==> config.mk <==
export PLATFORM = sky130hd
export DESIGN_NAME = latch_bank_write_arbiter
export DESIGN_NICKNAME = d
export VERILOG_FILES = /design/src/rtl/latch_bank_write_arbiter.sv
export SDC_FILE = /design/constraint.sdc
export NUM_CORES = 1
export LEC_CHECK = 0
export BUFFER_PORTS_ARGS = -buffer_cell sky130_fd_sc_hd__buf_2
export CAP_MARGIN = 15
export CORE_MARGIN = 8
export CORE_UTILIZATION = 47
export CTS_CLUSTER_DIAMETER = 120
export DETAILED_ROUTE_END_ITERATION = 6
export PLACE_DENSITY = 0.86
export SLEW_MARGIN = 20
export SYNTH_ARGS = -nofsm -noshare
export SYNTH_HDL_FRONTEND = slang
export SYNTH_SLANG_ARGS = --single-unit
==> constraint.sdc <==
create_clock -name clk -period 2.1 [get_ports clk]
set_input_delay 0 -clock clk [delete_from_list [all_inputs] [get_ports clk]]
set_output_delay 0 -clock clk [all_outputs]
set_load 0.1 [all_outputs]
==> src/rtl/latch_bank_write_arbiter.sv <==
// Round-robin owner of a single level-sensitive latch-bank write port.
// Each grant runs a fixed setup / enable-pulse / hold sequence, so latch_d never moves while the bank is transparent.
module latch_bank_write_arbiter #(
  parameter int N_REQ       = 4,
  parameter int WIDTH       = 8,
  parameter int OPEN_CYCLES = 2
) (
  input  logic                       clk,
  input  logic                       rst,
  input  logic [N_REQ-1:0]           req,
  input  logic [N_REQ*WIDTH-1:0]     wdata,
  output logic [N_REQ-1:0]           gnt,
  output logic [N_REQ-1:0]           done,
  output logic [WIDTH-1:0]           latch_d,
  output logic                       latch_en,
  output logic                       busy,
  output logic [$clog2(N_REQ)-1:0]   owner,
  output logic [1:0]                 state_dbg
);

  // Handshake: a requester holds req[i] high until it sees done[i].
  // gnt[i] stays high from the grant until the HOLD cycle ends.
  // done[i] pulses for exactly one cycle, in HOLD.
  // wdata slice i is captured once, on the grant edge.
  // A req that is still high in the IDLE cycle after done counts as a new request.

  localparam int OW = $clog2(N_REQ);
  localparam int CW = (OPEN_CYCLES > 1) ? $clog2(OPEN_CYCLES) : 1;
  localparam logic [CW-1:0] CNT_LOAD = CW'(OPEN_CYCLES - 1);
  localparam logic [OW-1:0] LAST_IDX = OW'(N_REQ - 1);

  localparam logic [1:0] ST_IDLE  = 2'd0;
  localparam logic [1:0] ST_SETUP = 2'd1;
  localparam logic [1:0] ST_OPEN  = 2'd2;
  localparam logic [1:0] ST_HOLD  = 2'd3;

  generate
    if (OPEN_CYCLES < 1) begin : g_bad_open_cycles
      $fatal(1, "OPEN_CYCLES must be at least 1");
    end
  endgenerate

  logic [1:0]    state;
  logic [CW-1:0] cnt;
  logic [OW-1:0] rr_ptr;
  logic [OW-1:0] winner;
  logic [OW-1:0] idx;
  logic          any_req;

  assign state_dbg = state;

  // The first set request at or above rr_ptr wins, wrapping around to index 0.
  always_comb begin
    any_req = 1'b0;
    winner  = '0;
    idx     = '0;
    for (int i = 0; i < N_REQ; i++) begin
      idx = OW'((int'(rr_ptr) + i) % N_REQ);
      if (!any_req && req[idx]) begin
        any_req = 1'b1;
        winner  = idx;
      end
    end
  end

  always_ff @(posedge clk or posedge rst) begin
    if (rst) begin
      state    <= ST_IDLE;
      cnt      <= '0;
      rr_ptr   <= '0;
      gnt      <= '0;
      done     <= '0;
      latch_d  <= '0;
      latch_en <= 1'b0;
      busy     <= 1'b0;
      owner    <= '0;
    end else begin
      done <= '0;
      case (state)
        ST_IDLE: begin
          if (any_req) begin
            state   <= ST_SETUP;
            gnt     <= N_REQ'(1) << winner;
            owner   <= winner;
            latch_d <= wdata[winner*WIDTH +: WIDTH];
            busy    <= 1'b1;
          end
        end
        ST_SETUP: begin
          state    <= ST_OPEN;
          latch_en <= 1'b1;
          cnt      <= CNT_LOAD;
        end
        ST_OPEN: begin
          if (cnt == '0) begin
            state    <= ST_HOLD;
            latch_en <= 1'b0;
            done     <= gnt;
          end else begin
            cnt <= cnt - 1'b1;
          end
        end
        ST_HOLD: begin
          state  <= ST_IDLE;
          gnt    <= '0;
          busy   <= 1'b0;
          rr_ptr <= (owner == LAST_IDX) ? '0 : owner + 1'b1;
        end
        default: state <= ST_IDLE;
      endcase
    end
  end

endmodule

==> qor.yml, run 1 <==
grt_max_degree: 26
insertion_delay_ns: 0.32
crit_path_max_fanout: 9
worstPathRequired_ns: 2.32
via_per_inst: 5.397
path_class: "flop to flop"
grt_pass1_vias: 1287
antenna_cells: 0
timing.final.ws_setup_ns: 0.1229
clk_path_buf_depth: 2
reg2reg_to: "latch_d[2]$_DFFE_PP0P_"
min_period_ns: 1.977
syn_nets: 187
ys_seq_elements: 25
hp-start: "wdata[12]"
cts_setup_buffers: 0
htree_levels: 1
dp_hpwl_microns: 2844
setup_viol: 0
die_x_microns: 71.52
multi_input_comb_area_sq_um: 732.0
drt-total-wl_microns: 3685
die_area_sq_mm: 0.005115
port_buffers: 59
cp_top_family: "simple AND/OR/NAND/NOR gates"
netlist.area_leader.share: 0.4318
relSlewSlack: 0.6747
synthArstFlopShare: 1.000
drc_errors: 0
netlist_area_sq_mm: 0.001449
cts.sinks: 25
cpMaxStageDelayCell: "or3_1"
crit_buf_inv: 1
r2r-start: "state_dbg[0]$_DFFE_PP0P_"
crit_path_max_incr_delay_ns: 0.54
grt_use_total: 0.1434
worstMarginPinSlew_ns: 0.4914
root_buffer: "clkbuf_4"
yosysMostFrequentCell: "dfrtp_1"
finalHoldViolCount: 1
final_max_slew_viol_count: 0
fin_nets: 254
first_pass_iters: 4
crit_path_frequent_cell: "a211oi_1"
synth_common_cells: "dfrtp_1, nand2_1, nor2_1"
cp.arrival_ns: 2.20
gp_congestion: 0.7839
antenna_found_initial: 0
n_fill_cell: 252
yosysTopAreaCell: "dfrtp_1"
syn-instance-count: 143
hold_path_class: "primary input to flop"
cap_violations: 0
yosys_warnings: 0
core_area_sq_mm: 0.003003
r2r_slack_ns: 0.12
post-route-util: 0.6108
start_kind: "flop"
drt_iter0_markers: 100
violations: "hold timing"
synth.distinct_cells: 32
hold-path-endpoint: "latch_d[4]$_DFFE_PP0P_"
path_clk_slew_ns: 0.15
rows: 20
post-place-ws_ns: 0.1598
tns_ns: 0
synth-edff-count: 0
cp_cell_sequence: "inv_1, ha_1, nand2b_1, or3_1, a211oi_1, a211oi_1"
grt_overflow: 0
timing.fmax_mhz: 505.8
min_period_over_period: 0.9415
holdWs_ns: -0.002188
regArea_sq_um: 634.4
initial_utilization: 0.4825
die_h_microns: 71.52
cts_buffers: 3
avgSynthCellArea_sq_um: 10.13
ys_seq_area_frac: 0.4318
grt_pass1_wl_microns: 5968
fin_skew_ns: 0.004190
synthFlopType: "dfrtp_1"
routedWlPerCell_microns: 15.23
drive_gt1_frac: 0.4163
startpoint: "state_dbg[0]$_DFFE_PP0P_"
status: "finished, violations left"
ys_top_cells_by_area: "dfrtp_1, a211oi_1, mux2i_1"
ant_nets: 0
io_pins: 60
cp-end-kind: "flop"
r2r_cells: 6
vias: 1306
rsz0062_at_grt: "false"
area_growth_pct: 26.60
worstHoldPathCells: 3
cts_tree: "built"
through the flow:
stage | area [sq um] | std cells
after floorplan | 1456 | 143
after global placement | 1773 | 235
after detailed placement | 1773 | 235
after CTS | 1833 | 242
after global routing | 1834 | 242
final | 1834 | 242
routing by layer:
| layer | wire length (microns) | share of wire | vias to the layer above | GRT usage |
|---|---|---|---|---|
| met4 | 58 | 0.016 | 0 | 0.05896 |
| li1 | - | - | 638 | - |
| met1 | 1508 | 0.41 | 608 | 0.1640 |
| met3 | 337 | 0.091 | 6 | 0.05021 |
| met5 | 0 | 0 | - | 0 |
| met2 | 1781 | 0.48 | 54 | 0.2378 |
sequential cells by signal (all words and copies together) (netlist names):
register	count
owner	2
busy	1
cnt	1
done	4
latch_d	8
latch_en	1
gnt	4
state_dbg	2
rr_ptr	2
cell type report:
type	instances	area share
well taps	33	0.02251
clock buffers	3	0.01228
repair buffers	68	0.2019
flip-flops and latches	25	0.3458
clock inverters	1	0.004093
multi-input cells	105	0.3990
inverters	7	0.01432
how the worst max path moves through the flow:
stage | to | slack, ns | cells past startpoint
after floorplan | latch_d[0]$_DFFE_PP0P_ | 0.002 | 8
after global placement | latch_d[1]$_DFFE_PP0P_ | 0.22 | 6
after detailed placement | latch_d[6]$_DFFE_PP0P_ | 0.16 | 6
after CTS | latch_d[6]$_DFFE_PP0P_ | 0.12 | 6
after global routing | latch_d[2]$_DFFE_PP0P_ | 0.01 | 6
final | latch_d[2]$_DFFE_PP0P_ | 0.12 | 6
cells by family after synthesis:
kind of cell / count (synthesis) / share of synthesized area
fa+ha+maj: 6 / 0.05181
buf+inv: 13 / 0.06304
compound gates: 31 / 0.1753
flops: 25 / 0.4318
mux: 12 / 0.08808
simple gates: 56 / 0.1900
what timing repair did:
| action | 4_1_cts | 5_1_grt |
|---|---|---|
| hold buffers | 3 | 0 |
| endpoints found under the setup margin | 0 | 1 |
| resized for setup | 0 | 1 |
| endpoints found under the hold margin | 26 | 0 |
worst reg2reg max path: cells and delay by family (launching register included):
kind	cells	cell delay, ns
AO/OA/AOI/OAI	2	0.39
flip-flops	1	0.52
adder cells (fa/ha/maj)	1	0.22
buffers and inverters	1	0.11
AND/OR/NAND/NOR	2	0.63
cell usage in the layout, fill, tap and decap left out, types with 2 or more instances in the layout:
cell	instances
buf_2	59
dfrtp_1	22
nand2_1	17
nor2_1	16
a211oi_1	13
mux2i_1	8
nor3_1	8
inv_1	6
ha_1	6
buf_4	6
and2_1	5
a21oi_1	4
o21ai_0	4
a211oi_2	3
mux2_2	3
clkbuf_4	3
dlygate4sd3_1	3
nand2b_1	2
or3_1	2
o41ai_2	2
dfrtp_4	2
Power of run 1 is not shown: default switching activity piles up to over one toggle a cycle in this logic, so the estimate is an artifact.
==> inputs of run 2 (changes only) <==
- ABC_AREA: default -> 0
- HOLD_SLACK_MARGIN: default -> 0.05
==> run 2 against run 1 <==
The flow now finishes without violations. Non-clock buffer count increased by 20. Fmax up 2.5%. Die area stayed put. Critical path depth unchanged. Sequential share of layout area down 3.5 points. Sequential cell count did not move. Register-to-register slack better by 0.05 ns. Highest routed layer unchanged. Clock skew increased by 0.0051 ns. Via count is 10% higher.
==> qor.yml, run 2 (same netlist as run 1, synthesis figures left out) <==
drt-total-wl_microns: 4445
layout.cells.most_common: "buf_2"
drc_errors: 0
cp-end-kind: "flop"
port_buffers: 59
core_area_sq_mm: 0.003003
rsz0062_at_grt: "false"
gp_congestion: 0.7839
cts.sinks: 25
leakagePower_uw: 0.001015
io_pins: 60
start_kind: "flop"
antenna_found_initial: 0
root_buffer: "clkbuf_4"
via_per_inst: 5.485
timing.fmax_mhz: 518.3
grt_pass1_vias: 1434
dp_hpwl_microns: 2844
relSlewSlack: 0.6526
die_x_microns: 71.52
crit_path_max_fanout: 21
min_period_over_period: 0.9187
die_h_microns: 71.52
clk_path_buf_depth: 2
cts_tree: "built"
drt_iter0_markers: 171
final_cell_mix: "buf_2, dlygate4sd3_1, dfrtp_1, nand2_1, nor2_1"
placed_area_sq_mm: 0.001773
largest_reg_flops: 8
rows: 20
path_class: "flop to flop"
status: "finished clean"
path_clk_slew_ns: 0.15
drive_gt1_frac: 0.3843
area_growth_pct: 40.76
grt_overflow: 0
finalHoldViolCount: 0
initial_utilization: 0.4825
reg.largest.list: "latch_d x8, done x4, gnt x4"
worstMarginPinSlew_ns: 0.5176
final_max_slew_viol_count: 0
vias: 1437
r2r_slack_ns: 0.17
placed_cells: 235
regMostFlops: "latch_d"
ant_nets: 0
htree_levels: 1
min_period_ns: 1.929
cp.arrival_ns: 2.17
cap_violations: 0
setup_viol: 0
cts_buffers: 3
post-route-util: 0.6792
holdWs_ns: 0.06059
cts_setup_buffers: 0
fin_nets: 274
insertion_delay_ns: 0.33
fin_skew_ns: 0.009283
grt_pass1_wl_microns: 7196
p_per_area_mw_per_mm2: 1732
worstPathRequired_ns: 2.34
die_area_sq_mm: 0.005115
grt_max_degree: 26
first_pass_iters: 4
routedWlPerCell_microns: 16.97
tns_ns: 0
design_area_sq_mm: 0.002039
grt_use_total: 0.1749
hold_path_class: "primary input to flop"
antenna_cells: 0
vdd_ir_drop_max_uv: 892.3
stdcell_count: 262
==> run 2: cell types whose count changed in the layout (fill, tap and decap cells not counted), sizes merged <==
| cell | change |
|---|---|
| dlygate4sd3 | +20 |
==> run 2: path summary, 6_finish.rpt <==
| check | start | end | cells after the start |
|---|---|---|---|
| worst max-delay path | rr_ptr[1]$_DFFE_PP0P_ | latch_d[0]$_DFFE_PP0P_ | 6 |
| worst max register to register | rr_ptr[1]$_DFFE_PP0P_ | latch_d[0]$_DFFE_PP0P_ | 6 |
| worst min register to register | latch_en$_DFFE_PP0P_ | latch_en$_DFFE_PP0P_ | 2 |
| worst min-delay path | wdata[17] | latch_d[1]$_DFFE_PP0P_ | 3 |
| max in group asynchronous | rst | rr_ptr[1]$_DFFE_PP0P_ | 4 |
| min in group asynchronous | rst | done[0]$_DFF_PP0_ | 4 |
==> run 2: critical path: stages (launching register included) <==
cell and delay (ns):
dfrtp_2 0.45, mux2i_2 0.29, nor2_4 0.09, or3_1 0.35, buf_4 0.24, mux2i_1 0.17
a211oi_1 0.26
==> run 2: what timing repair did <==
| item | in CTS | in global routing |
|---|---|---|
| endpoints found under the hold margin | 34 | 0 |
| resized for setup | 0 | 2 |
| hold buffers | 23 | 0 |
| endpoints found under the setup margin | 0 | 3 |
==> run 2: cell type report <==
class	count	area, sq um
Clock buffer	3	22.52
Fill cell	214	963.4
Inverter	7	26.28
Clock inverter	1	7.507
Multi-Input combinational cell	105	737.0
Timing Repair Buffer	88	570.5
Sequential cell	25	634.4
Tap cell	33	41.29
==> run 2: through the flow <==
step           power [uW]  setup slack (ns)
6_report             3532            0.1707
4_1_cts              3502            0.1202
3_3_place_gp         3200            0.2241
5_1_grt              3724           0.02022
2_1_floorplan        2853          0.001999
3_5_place_dp         3241            0.1598
==> run 2: metal layers <==
layer,wire length (microns),vias up,track usage
met5,0,-,0
met1,1810,684,0.2072
met4,70,0,0.05442
met2,2267,66,0.3061
met3,295,6,0.03766
li1,-,681,-
==> run 2: where the power goes <==
group | internal [uW] | switching, uW | leakage (uW) | total (uW)
combinational | 578 | 1860 | 0.000701 | 2440
clock | 72.8 | 157 | 0.0000139 | 230
sequential | 696 | 163 | 0.000299 | 859
total | 1350 | 2180 | 0.00101 | 3530
Power figures use the tool's default switching activity.
==> inputs of run 3 (changes only) <==
- CORE_UTILIZATION: 47 -> 43
- PLACE_DENSITY: 0.86 -> 0.84
- clock period: 2.1 -> 1.75 ns (I/O delays scaled with it)
==> run 3 against run 2 <==
The run now ends with setup timing left. Cell count is 9.2% higher. Setup slack worse by 0.19 ns. First-iteration DRC count is 65% lower. Critical path depth is 1 higher. Sequential cell count stayed put. Worst hold slack better by 0.065 ns. Clock power is 18% higher. Core utilization is 0.11 points lower. Fmax is 8.8% higher. Wire length is 11% higher. Clock skew is 0.0013 ns lower. Critical endpoint is now latch_d[4]$_DFFE_PP0P_. Largest power group unchanged.
==> qor.yml, run 3 (same netlist as run 1, synthesis figures left out) <==
crit_path_max_fanout: 6
setup_viol: 2
reg.largest.list: "latch_d x8, done x4, gnt x4"
cap_violations: 0
post-place-ws_ns: -0.09958
grt_max_degree: 18
status: "finished, violations left"
cts.sinks: 25
finalHoldViolCount: 0
grt_pass1_wl_microns: 7748
r2r_slack_ns: -0.02
leakagePower_uw: 0.001082
rows: 21
hold-path-endpoint: "latch_d[5]$_DFFE_PP0P_"
min_period_over_period: 1.013
regMostFlops: "latch_d"
area_growth_pct: 53.71
path_clk_slew_ns: 0.14
worstHoldPathCells: 5
first_pass_iters: 4
grt_use_total: 0.1838
fin_nets: 285
hold_path_class: "primary input to flop"
placed_area_sq_mm: 0.001884
drc_errors: 0
worstMarginPinSlew_ns: 0.6578
via_per_inst: 5.287
vdd_ir_drop_max_uv: 1615
r2r_cells: 7
cp.arrival_ns: 2.01
min_period_ns: 1.773
design_area_sq_mm: 0.002227
die_x_microns: 74.05
port_buffers: 59
start_kind: "flop"
final_max_slew_viol_count: 0
htree_levels: 1
ant_nets: 0
reg2reg_to: "latch_d[4]$_DFFE_PP0P_"
dp_hpwl_microns: 3028
die_h_microns: 74.05
clk_path_buf_depth: 2
root_buffer: "clkbuf_4"
drt_iter0_markers: 59
final_cell_mix: "buf_2, dlygate4sd3_1, dfrtp_1, nand2_1, nor2_1"
total_power_uw: 4554
cts_tree: "built"
io_pins: 60
p_per_area_mw_per_mm2: 2045
core_area_sq_mm: 0.003284
gp_congestion: 0.8052
violations: "setup timing"
worstPathRequired_ns: 1.99
antenna_cells: 0
path_class: "flop to flop"
rsz0062_at_grt: "true"
cp-end-kind: "flop"
cts_buffers: 3
die_area_sq_mm: 0.005483
r2r-start: "rr_ptr[1]$_DFFE_PP0P_"
n_fill_cell: 229
timing.final.ws_setup_ns: -0.02278
initial_utilization: 0.4411
routedWlPerCell_microns: 17.33
timing.fmax_mhz: 564.1
grt_pass1_vias: 1644
hp-start: "wdata[29]"
fin_skew_ns: 0.008010
largest_reg_flops: 8
antenna_found_initial: 0
relSlewSlack: 0.5610
vias: 1512
layout.cells.most_common: "buf_2"
grt_overflow: 0
drt-total-wl_microns: 4956
insertion_delay_ns: 0.33
drive_gt1_frac: 0.4583
run 3: cell types whose count changed in the layout (fill, tap and decap cells not counted), moves of 2 or more:
cell           change
buf_4              +7
dlygate4sd3_1      +2
a211oi_2           +7
a211oi_1           -7
buf_6              +2
inv_4              +2
run 3: final cells by class:
class / instances / area (sq um) / area share
inverter: 7 / 31.28 / 0.01404
multi-input combinational: 105 / 810.8 / 0.3640
clock inverter: 1 / 5.005 / 0.002247
sequential: 25 / 634.4 / 0.2848
tap: 46 / 57.56 / 0.02584
clock buffer: 3 / 22.52 / 0.01011
timing repair buffer: 99 / 665.6 / 0.2989
run 3: critical path: stages (launching register included):
cell and delay, ns:
dfrtp_2 0.47, buf_4 0.15, nand3b_2 0.09, inv_1 0.05, or3_4 0.40, buf_6 0.16, mux2i_2 0.16, a211oi_2 0.21
run 3: stage by stage:
step                      cells  hold WS, ns  utilization  setup TNS (ns)
after floorplan             143      0.02736            -         -0.9165
after global routing        286       0.1597       0.6781         -0.2163
after detailed placement    255       0.1280       0.5737         -0.3744
final                       286       0.1259       0.6781        -0.03787
after CTS                   285      0.05406       0.6655               0
after global placement      255       0.1117       0.5737       -0.005076
run 3: timing repair:
action                                  CTS  global route
gates cloned                              1             0
hold buffers                             24             1
endpoints found under the setup margin   10            10
endpoints found under the hold margin    24             1
gates resized for setup                   6             7
pin swaps                                 1             9
buffers inserted                          1             0
run 3: power by group:
part           internal (uW)  switching [uW]
registers                836             196
clock network           85.8             187
logic                    878            2370
total                   1800            2750
run 3: per-layer routing:
metal,wire [microns],track usage,vias up
met5,0,0,-
met4,118,0.06652,0
met3,486,0.06469,14
li1,-,-,702
met2,2430,0.3184,79
met1,1921,0.2013,717
run 3: how the worst max path moves through the flow:
stage | endpoint | cells after the start | startpoint | slack, ns
after floorplan | latch_d[0]$_DFFE_PP0P_ | 8 | state_dbg[1]$_DFFE_PP0P_ | -0.11
after global placement | latch_d[2]$_DFFE_PP0P_ | 6 | rr_ptr[1]$_DFFE_PP0P_ | -0.005
after global routing | latch_d[3]$_DFFE_PP0P_ | 7 | rr_ptr[1]$_DFFE_PP0P_ | -0.06
after detailed placement | latch_d[6]$_DFFE_PP0P_ | 6 | rr_ptr[1]$_DFFE_PP0P_ | -0.1
final | latch_d[4]$_DFFE_PP0P_ | 7 | rr_ptr[1]$_DFFE_PP0P_ | -0.02
after CTS | latch_d[6]$_DFFE_PP0P_ | 6 | rr_ptr[1]$_DFFE_PP0P_ | 0.02
